File: src/rtl/debounce_pkg.sv
// Shared types and default 6 MHz timing constants for the debounce_rpt button conditioner.
package debounce_pkg;

    typedef enum logic [1:0] {
        StIdle     = 2'b00,
        StWaitHold = 2'b01,
        StRepeat   = 2'b10
    } hold_state_e;

    localparam int unsigned DEF_BTN_WIDTH     = 5;
    localparam int unsigned DEF_SYNC_STAGES   = 2;
    localparam int unsigned DEF_STABLE_CYCLES = 32768;
    localparam int unsigned DEF_HOLD_CYCLES   = 3000000;
    localparam int unsigned DEF_REPEAT_CYCLES = 600000;
    localparam int unsigned DEF_CNT_W         = 22;

    function automatic int unsigned max3(input int unsigned a, input int unsigned b,
                                         input int unsigned c);
        int unsigned m;
        m = (a > b) ? a : b;
        return (m > c) ? m : c;
    endfunction

endpackage

File: src/rtl/debounce_chan.sv
// One button channel: stable-count debounce, press/release pulses and, when
// DEBOUNCE_REPEAT_EN is defined, the long-press hold/auto-repeat FSM.
module debounce_chan
    import debounce_pkg::*;
#(
    parameter int unsigned STABLE_CYCLES = DEF_STABLE_CYCLES,
    parameter int unsigned HOLD_CYCLES   = DEF_HOLD_CYCLES,
    parameter int unsigned REPEAT_CYCLES = DEF_REPEAT_CYCLES,
    parameter int unsigned CNT_W         = DEF_CNT_W
) (
    input  logic clk,
    input  logic rst,
    input  logic btn_sync,
    output logic btn_out,
    output logic btn_press,
    output logic btn_release,
    output logic btn_hold,
    output logic btn_repeat
);

    if (STABLE_CYCLES < 2 || HOLD_CYCLES < 2 || REPEAT_CYCLES < 2 ||
        $clog2(max3(STABLE_CYCLES, HOLD_CYCLES, REPEAT_CYCLES)) > CNT_W) begin : g_bad_cfg
        $error("debounce_chan: timing parameters below 2 or too wide for CNT_W");
    end

    localparam logic [CNT_W-1:0] StableMax = CNT_W'(STABLE_CYCLES - 1);

    logic [CNT_W-1:0] cnt_s_q, cnt_s_d;
    logic             out_q, out_d;
    logic             out_dly_q;

    // Any cycle where the synchronized level agrees with the output restarts qualification.
    always_comb begin
        cnt_s_d = '0;
        out_d   = out_q;
        if (btn_sync != out_q) begin
            if (cnt_s_q == StableMax) begin
                out_d = btn_sync;
            end else begin
                cnt_s_d = cnt_s_q + CNT_W'(1);
            end
        end
    end

    always_ff @(posedge clk) begin
        if (rst) begin
            cnt_s_q   <= '0;
            out_q     <= 1'b0;
            out_dly_q <= 1'b0;
        end else begin
            cnt_s_q   <= cnt_s_d;
            out_q     <= out_d;
            out_dly_q <= out_q;
        end
    end

    assign btn_out     = out_q;
    assign btn_press   = out_q & ~out_dly_q;
    assign btn_release = ~out_q & out_dly_q;

`ifdef DEBOUNCE_REPEAT_EN
    localparam logic [CNT_W-1:0] HoldMax   = CNT_W'(HOLD_CYCLES - 1);
    localparam logic [CNT_W-1:0] RepeatMax = CNT_W'(REPEAT_CYCLES - 1);

    hold_state_e      state_q, state_d;
    logic [CNT_W-1:0] cnt_h_q, cnt_h_d;
    logic             rpt_q, rpt_d;

    always_comb begin
        state_d = state_q;
        cnt_h_d = cnt_h_q;
        rpt_d   = rpt_q;
        unique case (state_q)
            StIdle: begin
                if (out_q) begin
                    state_d = StWaitHold;
                    cnt_h_d = CNT_W'(1);
                end
            end
            StWaitHold: begin
                if (!out_q) begin
                    state_d = StIdle;
                end else if (cnt_h_q == HoldMax) begin
                    state_d = StRepeat;
                    cnt_h_d = '0;
                    rpt_d   = 1'b1;
                end else begin
                    cnt_h_d = cnt_h_q + CNT_W'(1);
                end
            end
            StRepeat: begin
                if (!out_q) begin
                    state_d = StIdle;
                    rpt_d   = 1'b0;
                end else if (cnt_h_q == RepeatMax) begin
                    cnt_h_d = '0;
                    rpt_d   = 1'b1;
                end else begin
                    cnt_h_d = cnt_h_q + CNT_W'(1);
                    rpt_d   = 1'b0;
                end
            end
            default: begin
                state_d = StIdle;
                cnt_h_d = '0;
                rpt_d   = 1'b0;
            end
        endcase
    end

    always_ff @(posedge clk) begin
        if (rst) begin
            state_q <= StIdle;
            cnt_h_q <= '0;
            rpt_q   <= 1'b0;
        end else begin
            state_q <= state_d;
            cnt_h_q <= cnt_h_d;
            rpt_q   <= rpt_d;
        end
    end

    // Gating with the live level lets a release suppress a repeat due in the same cycle.
    assign btn_hold   = (state_q == StRepeat) & out_q;
    assign btn_repeat = rpt_q & out_q;
`else
    assign btn_hold   = 1'b0;
    assign btn_repeat = 1'b0;
`endif

endmodule

File: src/rtl/debounce_rpt.sv
// Multi-channel push-button conditioner: input synchronizer plus one debounce_chan per button.
// Hold/auto-repeat outputs are only generated when DEBOUNCE_REPEAT_EN is defined.
module debounce_rpt
    import debounce_pkg::*;
#(
    parameter int unsigned BTN_WIDTH     = DEF_BTN_WIDTH,
    parameter int unsigned SYNC_STAGES   = DEF_SYNC_STAGES,
    parameter int unsigned STABLE_CYCLES = DEF_STABLE_CYCLES,
    parameter int unsigned HOLD_CYCLES   = DEF_HOLD_CYCLES,
    parameter int unsigned REPEAT_CYCLES = DEF_REPEAT_CYCLES,
    parameter int unsigned CNT_W         = DEF_CNT_W
) (
    input  logic                 clk,
    input  logic                 rst,
    input  logic [BTN_WIDTH-1:0] btn_in,
    output logic [BTN_WIDTH-1:0] btn_out,
    output logic [BTN_WIDTH-1:0] btn_press,
    output logic [BTN_WIDTH-1:0] btn_release,
    output logic [BTN_WIDTH-1:0] btn_hold,
    output logic [BTN_WIDTH-1:0] btn_repeat
);

    if (BTN_WIDTH < 1 || SYNC_STAGES < 2) begin : g_bad_cfg
        $error("debounce_rpt: BTN_WIDTH must be >=1 and SYNC_STAGES >=2");
    end

    // Stage 0 captures the raw asynchronous levels.
    logic [SYNC_STAGES-1:0][BTN_WIDTH-1:0] sync_q;
    logic [BTN_WIDTH-1:0]                  btn_sync;

    always_ff @(posedge clk) begin
        if (rst) begin
            sync_q <= '0;
        end else begin
            sync_q <= {sync_q[SYNC_STAGES-2:0], btn_in};
        end
    end

    assign btn_sync = sync_q[SYNC_STAGES-1];

    for (genvar i = 0; i < BTN_WIDTH; i++) begin : g_chan
        debounce_chan #(
            .STABLE_CYCLES(STABLE_CYCLES),
            .HOLD_CYCLES  (HOLD_CYCLES),
            .REPEAT_CYCLES(REPEAT_CYCLES),
            .CNT_W        (CNT_W)
        ) u_chan (
            .clk        (clk),
            .rst        (rst),
            .btn_sync   (btn_sync[i]),
            .btn_out    (btn_out[i]),
            .btn_press  (btn_press[i]),
            .btn_release(btn_release[i]),
            .btn_hold   (btn_hold[i]),
            .btn_repeat (btn_repeat[i])
        );
    end

endmodule
File: config.mk
export PLATFORM = sky130hd
export DESIGN_NAME = debounce_rpt
export DESIGN_NICKNAME = d
export VERILOG_FILES = /design/src/rtl/debounce_pkg.sv /design/src/rtl/debounce_chan.sv /design/src/rtl/debounce_rpt.sv
export SDC_FILE = /design/constraint.sdc
export NUM_CORES = 1
export LEC_CHECK = 0
export CORE_UTILIZATION = 51
export DETAILED_ROUTE_END_ITERATION = 7
export HOLD_SLACK_MARGIN = 0.03
export PLACE_DENSITY = 0.73
export SYNTH_ARGS = -nofsm -noshare
export SYNTH_HDL_FRONTEND = slang
export SYNTH_SLANG_ARGS = --single-unit
File: constraint.sdc
create_clock -name clk -period 3.6 [get_ports clk]
set_input_delay 0.36 -clock clk [delete_from_list [all_inputs] [get_ports clk]]
set_output_delay 0.36 -clock clk [all_outputs]
set_load 0.01 [all_outputs]
# Yosys cells after proc, flatten, opt, wreduce, memory -nomap -nowiden
# Index checks and enable logic that the tools add are counted.
[totals]
register_bits = 130
[op_classes]
n_eq_ne = 10
n_addsub = 5
bitwise = 25
n_reduce_logical = 10
[ops]
columns = ["cell", "count"]
rows = [
  ["$add A22 B1 Y22 const B", 5],
  ["$eq A22 B15 Y1 const B", 5],
  ["$not A1 Y1", 15],
  ["$reduce_or A3 Y1", 5],
  ["$and A1 B1 Y1", 10],
  ["$reduce_and A2 Y1", 5],
  ["$ne A1 B1 Y1", 5],
]

# Depth between registers and ports, before layout
# Gate-level depths: netlist (run 1).
[depth]
ltp_word = 3
mapped_depth = 7
depth_no_buf = 5

# Modules after synthesis
# From an unflattened synthesis (run 1), not the netlist that was laid out.
[unflattened]
hier_cells = 690
hier_area_um2 = 6037.0
[modules_own_cells]
columns = ["mod", "cells_each", "seq_area_each_um2", "n_inst", "area_each_um2"]
rows = [
  ["debounce_chan", 134, 480.5, 5, 1154.9],
  ["debounce_rpt", 20, 200.2, 1, 262.8],
]

# Worst setup path after synthesis (run 1)
# OpenSTA, ideal clock, no wires.
[synth_timing]
path_kind = "flip-flop to flip-flop"
start = "register g_chan[1].u_chan.cnt_s_q[0]"
end = "register g_chan[1].u_chan.cnt_s_q[10]"
arrival_ns = 1.736
path_slack_ns = 1.747
t_required_ns = 3.483
setup_ns = 0.117
n_path_buf = 1
path_stages_with_launch = 7
path_cell_list = "dfxtp_1 -> ha_1 -> nand2_1 -> nor4_2 -> a31o_2 -> buf_2 -> nor2_1"
[synth_between]
elab_chain_cells = 2
[synth_lines]
columns = ["item", "line_no", "text"]
rows = [
  ["start, declared", "debounce_chan.sv:28", "logic [CNT_W-1:0] cnt_s_q, cnt_s_d;"],
  ["start signal, assigned", "debounce_chan.sv:51", "cnt_s_q <= cnt_s_d;"],
  ["branches (longest 2 deep; another with $add A22 B1 Y22)", "--", ""],
]
# Several ways; the timed one is not identified.
# A chain may end at the register's enable or synchronous reset.

# Final worst setup path (run 1)
[layout_timing]
start = "register g_chan[4].u_chan.cnt_s_q[0]"
end = "register g_chan[4].u_chan.cnt_s_q[3]"
[layout_between]
elab_chain_cells = 2
[layout_lines]
columns = ["item", "line_no"]
rows = [
  ["start, declared", "debounce_chan.sv:28"],
  ["start signal, assigned", "debounce_chan.sv:51"],
  ["branches (longest 2 deep; another with $add A22 B1 Y22)", "--"],
]
# Several ways; the timed one is not identified.

==> qor_table.md, run 1 <==
| Quantity | Reported | Unit |
| --- | --- | --- |
| Area taken by multi-input logic gates | 2970 | um^2 |
| Congestion Overflow GR | 0 | - |
| Power density relative to cell area | 504 | nW/um^2 |
| Pre-Repair DR Iteration Count | 6 | - |
| Die width | 109 | um |
| Pins over their slew limit | 0 | - |
| Num Clock Sinks | 130 | - |
| Share of layout cells above drive strength 1 | 6.88 | % |
| Final critical path time including I/O delays and setup | 2200 | ps |
| Slew at the pin closest to its max-slew limit | 704 | ps |
| Clock power frac | 55.8 | % |
| Compound-gate portion of the synthesized area | 6.55 | % |
| Number of library cell types mapped by synthesis | 43 | - |
| Largest family of logic cells by synthesized area | simple AND/OR/NAND/NOR gates | - |
| Standard cell area after detailed placement | 6030 | um^2 |
| Via count of the routed design | 4547 | - |
| TritonCTS clock tree | built | - |
| Setup crit end kind | register | - |
| Final instance area | 6680 | um^2 |
| Number of DRC violations after detailed routing | 0 | - |
| Core footprint | 11000 | um^2 |
| Share of synthesized cell area in full adder, half adder and majority cells | 1.06 | % |
| Cell with the largest stage delay on the worst path | sky130_fd_sc_hd__or4_1 | - |
| Number of buffers and inverters on the critical path | 0 | - |
| Total number of nets in the final design | 683 | - |
| Gate count after technology mapping | 669 | - |
| Total wirelength of the detailed-routed design | 10800 | um |
| Source-to-sink clock delay at the later pin of the worst-skew pair | 420 | ps |
| Hold/Removal Path Class | reg2reg | - |
| Critical path arrival | 2490 | ps |
| Vias in the first global route | 4299 | - |
| Weighted congestion reported at the end of routability-driven placement | 0.787 | - |
| Critical path, cell by cell | ha_1, nand4_1, or4_1, o21ai_2, nor2_1 | - |
| Cells on worst reg2reg path | 5 | - |
| Final setup fails | 0 | - |
| Maximum number of pins on one net before global-route repair | 23 | - |
| Fraction of synthesis flops using an asynchronous set or reset pin | 0 | % |
| Synthesized-area fraction occupied by xor and xnor cells | 10.7 | % |
| Top Family by Delay on Critical Path | simple AND/OR/NAND/NOR gates | - |
| Maximum clock frequency | 454 | MHz |
| DIE AREA | 12000 | um^2 |
| Cell Int Power | 2.73 | mW |
| IO Pins | 32 | - |
| Count of cells along the worst hold path | 1 | - |
| WS Path Type | reg2reg | - |
| Sequential fraction of the synthesis area | 44.2 | % |
| Maximum capacitance violations | 0 | - |
| Global-route wire length before repair | 18700 | um |
| RSZ-0062 raised after global routing | false | - |
| Post-synthesis simple-gate area fraction | 30.5 | % |
| Number of diodes | 0 | - |
| Sort of element at the start of the critical path | register | - |
| LEAKAGE | 2.17 | nW |
| Number of buffers inserted to repair setup after CTS | 0 | - |
| DPL Wire Length | 7180 | um |
| Sequential cell area | 2600 | um^2 |
| Yosys Warn Count | 0 | - |
| Synthesis-to-finish area growth | 13.6 | % |
| Number of cells on the critical path | 5 | - |
| Max transition margin | 53.1 | % |
| Syn_area_per_cell | 8.80 | um^2 |
| Part of the total power dissipated in sequential elements | 43.1 | % |
| Number of cell rows | 38 | - |
| Average wire per cell in the routed design | 13.2 | um |
| Vias per inst | 5.52 | - |
| Iter 0 DRT Violations | 322 | - |
| Initial Util | 53.3 | % |
| Filler cell count in the final layout | 936 | - |
| Root cell of the clock tree | sky130_fd_sc_hd__clkbuf_16 | - |
| Number of buffers inserted for hold repair after clock tree synthesis | 0 | - |
| Die boundary height | 109 | um |
| Most instantiated flip-flop cell in the synthesis netlist | sky130_fd_sc_hd__dfxtp_1 | - |
| Gr usage total | 20.0 | % |
| Net switching power of the design | 0.632 | mW |
| Number of synthesized register bits | 130 | - |
| TNS Setup | 0 | ps |
| CTS clk-pin slew, worst paths | 60 | ps |
| Count of flip-flops with a built-in enable after synthesis | 0 | - |
| Mux share of post-synthesis cell area | 1.08 | % |
| H-tree level count | 4 | - |
| Critical path data required time | 3890 | ps |
| Clock buffer count from CTS | 17 | - |
| Worst ir drop on vdd | 0.341 | mV |
| Biggest fanout along the worst timing path | 14 | - |
| Antenna-violating nets left | 0 | - |
| Largest stage delay on the critical path | 600 | ps |
| Number of buffers on the longest clock path | 2 | - |
| Mapped cell area | 5880 | um^2 |
| Count of instances resized after the clock tree is built | 0 | - |
| Final Hold Vio Count | 0 | - |
| Antenna violations before repair | 0 | - |
| Net switching share of the total power | 18.8 | % |
| Crit share post-route | 61.2 | % |
| Quantity of I/O buffers inserted on ports | 21 | - |
| Outcome | finished clean | - |
| Fin Clk Skew | 5.35 | ps |
| Combinational share of power | 1.1 | % |
[state kept, by name (all words and copies together) (netlist names)]
register and cells:
g_chan.u_chan.btn_out 5, sync_q 5, btn_sync 5, g_chan.u_chan.cnt_s_q 110, g_chan.u_chan.out_dly_q 5
[Yosys cell counts (all sizes together) (3+ instances only)]
cell / instances / area share [%]
nor2b: 28 / 3.0
ha: 5 / 1.1
and4: 16 / 2.4
nor3: 15 / 1.3
nand4: 33 / 4.0
mux2: 3 / 0.57
nand3: 39 / 3.3
o21ai: 18 / 1.6
xnor2: 33 / 4.9
dfxtp: 130 / 44
inv: 15 / 0.96
or3: 13 / 1.4
clkbuf: 18 / 1.1
and2: 6 / 0.64
or2: 7 / 0.74
o211ai: 3 / 0.38
o31ai: 12 / 1.5
nor2: 85 / 5.4
buf: 31 / 3.7
and3: 8 / 0.85
xor2: 39 / 5.8
a21oi: 27 / 2.3
or4: 18 / 2.3
nand2: 33 / 2.1
nor4: 18 / 2.1
mux2i: 3 / 0.51
[metrics by stage]
step,setup WS (ps),util [%],hold slack [ps],std cells,power [mW]
floorplan,1750,-,414,678,1.51
global placement,1450,54.7,421,792,1.52
detailed placement,1360,54.7,424,792,1.52
CTS,1360,60.6,437,823,3.39
global route,1200,60.6,454,823,3.47
finish,1400,60.6,434,823,3.37
[final timing paths]
path,start,endpoint,slack (ps)
worst max-delay path,g_chan[4].u_chan.cnt_s_q[0],g_chan[4].u_chan.cnt_s_q[3],1400
worst min register to register,sync_q[1],btn_sync[1],430
worst max register to register,g_chan[4].u_chan.cnt_s_q[0],g_chan[4].u_chan.cnt_s_q[3],1400
worst min-delay path,sync_q[1],btn_sync[1],430
[logic make-up (layout without fill, tap and decap cells)]
logic type               after synthesis  in the layout
AO/OA/AOI/OAI                         65             65
XOR/XNOR                              72             72
adder cells (fa/ha/maj)                5              5
buffers and inverters                 64             69
flip-flops                           130            130
multiplexers                           6              6
other                                  1             10
AND/OR/NAND/NOR                      326            326
[routing by layer]
metal | track usage, % | share of wire (%) | up-vias | wire length, um
li1 | - | - | 2329 | -
met1 | 23.0 | 47 | 2122 | 5090
met2 | 33.7 | 48 | 80 | 5150
met3 | 5.45 | 4.0 | 16 | 435
met4 | 11.0 | 1.4 | 0 | 150
met5 | 0 | 0 | - | 0
[worst register-to-register path, cell delays in order, from the launching register on]
cell                      delay, ps
sky130_fd_sc_hd__dfxtp_1        390
sky130_fd_sc_hd__ha_1           240
sky130_fd_sc_hd__nand4_1        190
sky130_fd_sc_hd__or4_1          600
sky130_fd_sc_hd__o21ai_2        540
sky130_fd_sc_hd__nor2_1         110
[placed cells by master, fill, tap and decap left out, drive strengths merged, types with 10 or more instances in the layout]
| master | instances |
|---|---|
| nand4 | 33 |
| a21oi | 27 |
| nor2b | 28 |
| or4 | 18 |
| conb | 10 |
| o21ai | 18 |
| or3 | 13 |
| nand3 | 39 |
| o31ai | 12 |
| nor4 | 18 |
| xnor2 | 33 |
| dfxtp | 130 |
| clkbuf | 21 |
| nand2 | 33 |
| and4 | 16 |
| inv | 15 |
| nor2 | 85 |
| nor3 | 15 |
| xor2 | 39 |
| clkdlybuf4s50 | 21 |
[power groups by stage]
stage	Sequential (mW)	Combinational, mW	Clock, mW
3_5_place_dp	1.48	0.0375	0
4_1_cts	1.45	0.0375	1.90
3_3_place_gp	1.48	0.0368	0
5_1_grt	1.45	0.0413	1.97
2_1_floorplan	1.48	0.0340	0
6_report	1.45	0.0375	1.88
[cell type report]
class                   instances  share of cell area, %
clock buffers                  21                   7.04
multi-input cells             484                   44.5
repair buffers                 23                   3.37
well taps                     140                   2.62
flip-flops and latches        130                   38.9
inverters                      15                  0.842
clock inverters                10                   2.70
No activity file was read; power rests on OpenSTA's default activity.
==> inputs of run 2 (changes only) <==
==> constraint.sdc (replaced) <==
create_clock -name clk -period 2.3 [get_ports clk]
set_input_delay 0.23 -clock clk [delete_from_list [all_inputs] [get_ports clk]]
set_output_delay 0.23 -clock clk [all_outputs]
set_load 0.01 [all_outputs]
==> qor_table.md, run 2 (synthesis results as in run 1) <==
| Quantity | Reported | Unit |
| --- | --- | --- |
| Pre-Repair DR Iteration Count | 4 | - |
| Number of diodes | 0 | - |
| Reg with most FFs | g_chan.u_chan.cnt_s_q | - |
| Vias in the first global route | 4259 | - |
| WS Path Type | reg2reg | - |
| Worst ir drop on vdd | 0.900 | mV |
| Maximum clock frequency | 493 | MHz |
| Final Hold Vio Count | 0 | - |
| Final setup fails | 0 | - |
| Antenna violations before repair | 0 | - |
| Number of buffers inserted to repair setup after CTS | 0 | - |
| LEAKAGE | 2.18 | nW |
| Maximum number of pins on one net before global-route repair | 23 | - |
| Iter 0 DRT Violations | 300 | - |
| Outcome | finished clean | - |
| Die boundary height | 109 | um |
| Weighted congestion reported at the end of routability-driven placement | 0.823 | - |
| Maximum capacitance violations | 0 | - |
| Share of layout cells above drive strength 1 | 7.68 | % |
| Final instance area | 6660 | um^2 |
| Synthesis-to-finish area growth | 13.2 | % |
| Count of instances resized after the clock tree is built | 0 | - |
| Via count of the routed design | 4583 | - |
| Biggest fanout along the worst timing path | 9 | - |
| Congestion Overflow GR | 0 | - |
| Antenna-violating nets left | 0 | - |
| Quantity of I/O buffers inserted on ports | 21 | - |
| Number of flip-flops under the largest register name | 110 | - |
| Number of cell rows | 38 | - |
| Slew at the pin closest to its max-slew limit | 691 | ps |
| Power density relative to cell area | 730 | nW/um^2 |
| Placed Instances | 800 | - |
| Cell repeated most along the worst path | sky130_fd_sc_hd__or4_1 | - |
| Leading cell types in the layout, fill and taps excluded | sky130_fd_sc_hd__dfxtp_1 (130), sky130_fd_sc_hd__nor2_1 (85), sky130_fd_sc_hd__xor2_1 (39), sky130_fd_sc_hd__nand3_1 (39) | - |
| Number of DRC violations after detailed routing | 0 | - |
| Vias per inst | 5.52 | - |
| Critical path data required time | 2660 | ps |
| Clock buffer count from CTS | 17 | - |
| Sort of element at the start of the critical path | register | - |
| TNS Setup | 0 | ps |
| Average wire per cell in the routed design | 12.8 | um |
| Initial Util | 53.3 | % |
| Number of buffers on the longest clock path | 2 | - |
| Num Clock Sinks | 130 | - |
| Setup crit end kind | register | - |
| RSZ-0062 raised after global routing | false | - |
| DIE AREA | 12000 | um^2 |
| Final critical path time including I/O delays and setup | 2030 | ps |
| Root cell of the clock tree | sky130_fd_sc_hd__clkbuf_16 | - |
| Critical path arrival | 2390 | ps |
| Crit share post-route | 88.1 | % |
| Total wirelength of the detailed-routed design | 10700 | um |
| Hold/Removal Path Class | in2reg | - |
| Gr usage total | 19.6 | % |
| CTS clk-pin slew, worst paths | 50 | ps |
| Number of buffers and inverters on the critical path | 0 | - |
| Critical path, cell by cell | ha_1, nand4_1, or4_1, or4_1, nand2_1 | - |
| Global-route wire length before repair | 18400 | um |
| TritonCTS clock tree | built | - |
| DPL Wire Length | 7280 | um |
| Max transition margin | 54.0 | % |
| Top Family by Delay on Critical Path | simple AND/OR/NAND/NOR gates | - |
| Number of buffers inserted for hold repair after clock tree synthesis | 0 | - |
| Total number of nets in the final design | 691 | - |
| Cell with the largest stage delay on the worst path | sky130_fd_sc_hd__or4_1 | - |
| Leading cell type in the layout, fill and taps excluded | sky130_fd_sc_hd__dfxtp_1 | - |
| Die width | 109 | um |
| Standard cell area after detailed placement | 6090 | um^2 |
| H-tree level count | 4 | - |
| Final non-filler cell total | 830 | - |
| IO Pins | 32 | - |
| Pins over their slew limit | 0 | - |
| Share of the core filled with cells in the final layout | 60.4 | % |
| Core footprint | 11000 | um^2 |
| Largest stage delay on the critical path | 580 | ps |
| Source-to-sink clock delay at the later pin of the worst-skew pair | 420 | ps |
| Fin Clk Skew | 4.49 | ps |
[run 2: cell count changes in the layout (fill, tap and decap cells not counted), sizes merged]
cell / change
clkinvlp: -2
bufinv: -4
clkbuf: +4
clkinv: +1
buf: +8
[run 2: cell type report]
class,instances,area [um^2]
Fill cell,947,4370
Clock buffer,25,515
Inverter,15,56.3
Multi-Input combinational cell,484,2970
Clock inverter,5,50.0
Sequential cell,130,2600
Tap cell,140,175
Timing Repair Buffer,31,285
[run 2: power breakdown]
| part | internal [mW] | switching, mW | leakage (nW) |
|---|---|---|---|
| sequential | 2.27 | 0.00589 | 1.05 |
| clock | 1.64 | 0.894 | 0.285 |
| combinational | 0.0242 | 0.0374 | 0.843 |
| total | 3.93 | 0.937 | 2.18 |
[run 2: worst register-to-register path, stage by stage (launching register included)]
cell	delay (ps)
sky130_fd_sc_hd__dfxtp_1	390
sky130_fd_sc_hd__ha_1	230
sky130_fd_sc_hd__nand4_1	180
sky130_fd_sc_hd__or4_1	580
sky130_fd_sc_hd__or4_1	520
sky130_fd_sc_hd__nand2_1	80
[run 2: per-stage QoR]
stage	setup WS (ps)	power, mW	hold WS [ps]
final	273	4.86	371
after CTS	273	4.92	355
after global placement	361	2.38	420
after global routing	110	5.02	375
after detailed placement	287	2.38	429
after floorplan	447	2.37	358
[run 2: layer usage]
| metal | track usage (%) | part of all wire [%] | vias to the layer above |
|---|---|---|---|
| met3 | 5.93 | 3.9 | 10 |
| met2 | 32.3 | 48 | 81 |
| met4 | 8.57 | 1.1 | 0 |
| met1 | 23.6 | 47 | 2145 |
| li1 | - | - | 2347 |
| met5 | 0 | 0 | - |
[run 2: final timing paths]
check / from / endpoint / slack [ps] / cells after the start
hold reg to reg: sync_q[1] / btn_sync[1] / 430 / 1
setup / recovery: g_chan[4].u_chan.cnt_s_q[0] / g_chan[4].u_chan.cnt_s_q[18] / 270 / 5
setup reg to reg: g_chan[4].u_chan.cnt_s_q[0] / g_chan[4].u_chan.cnt_s_q[18] / 270 / 5
hold / removal: btn_in[3] / sync_q[3] / 370 / 2
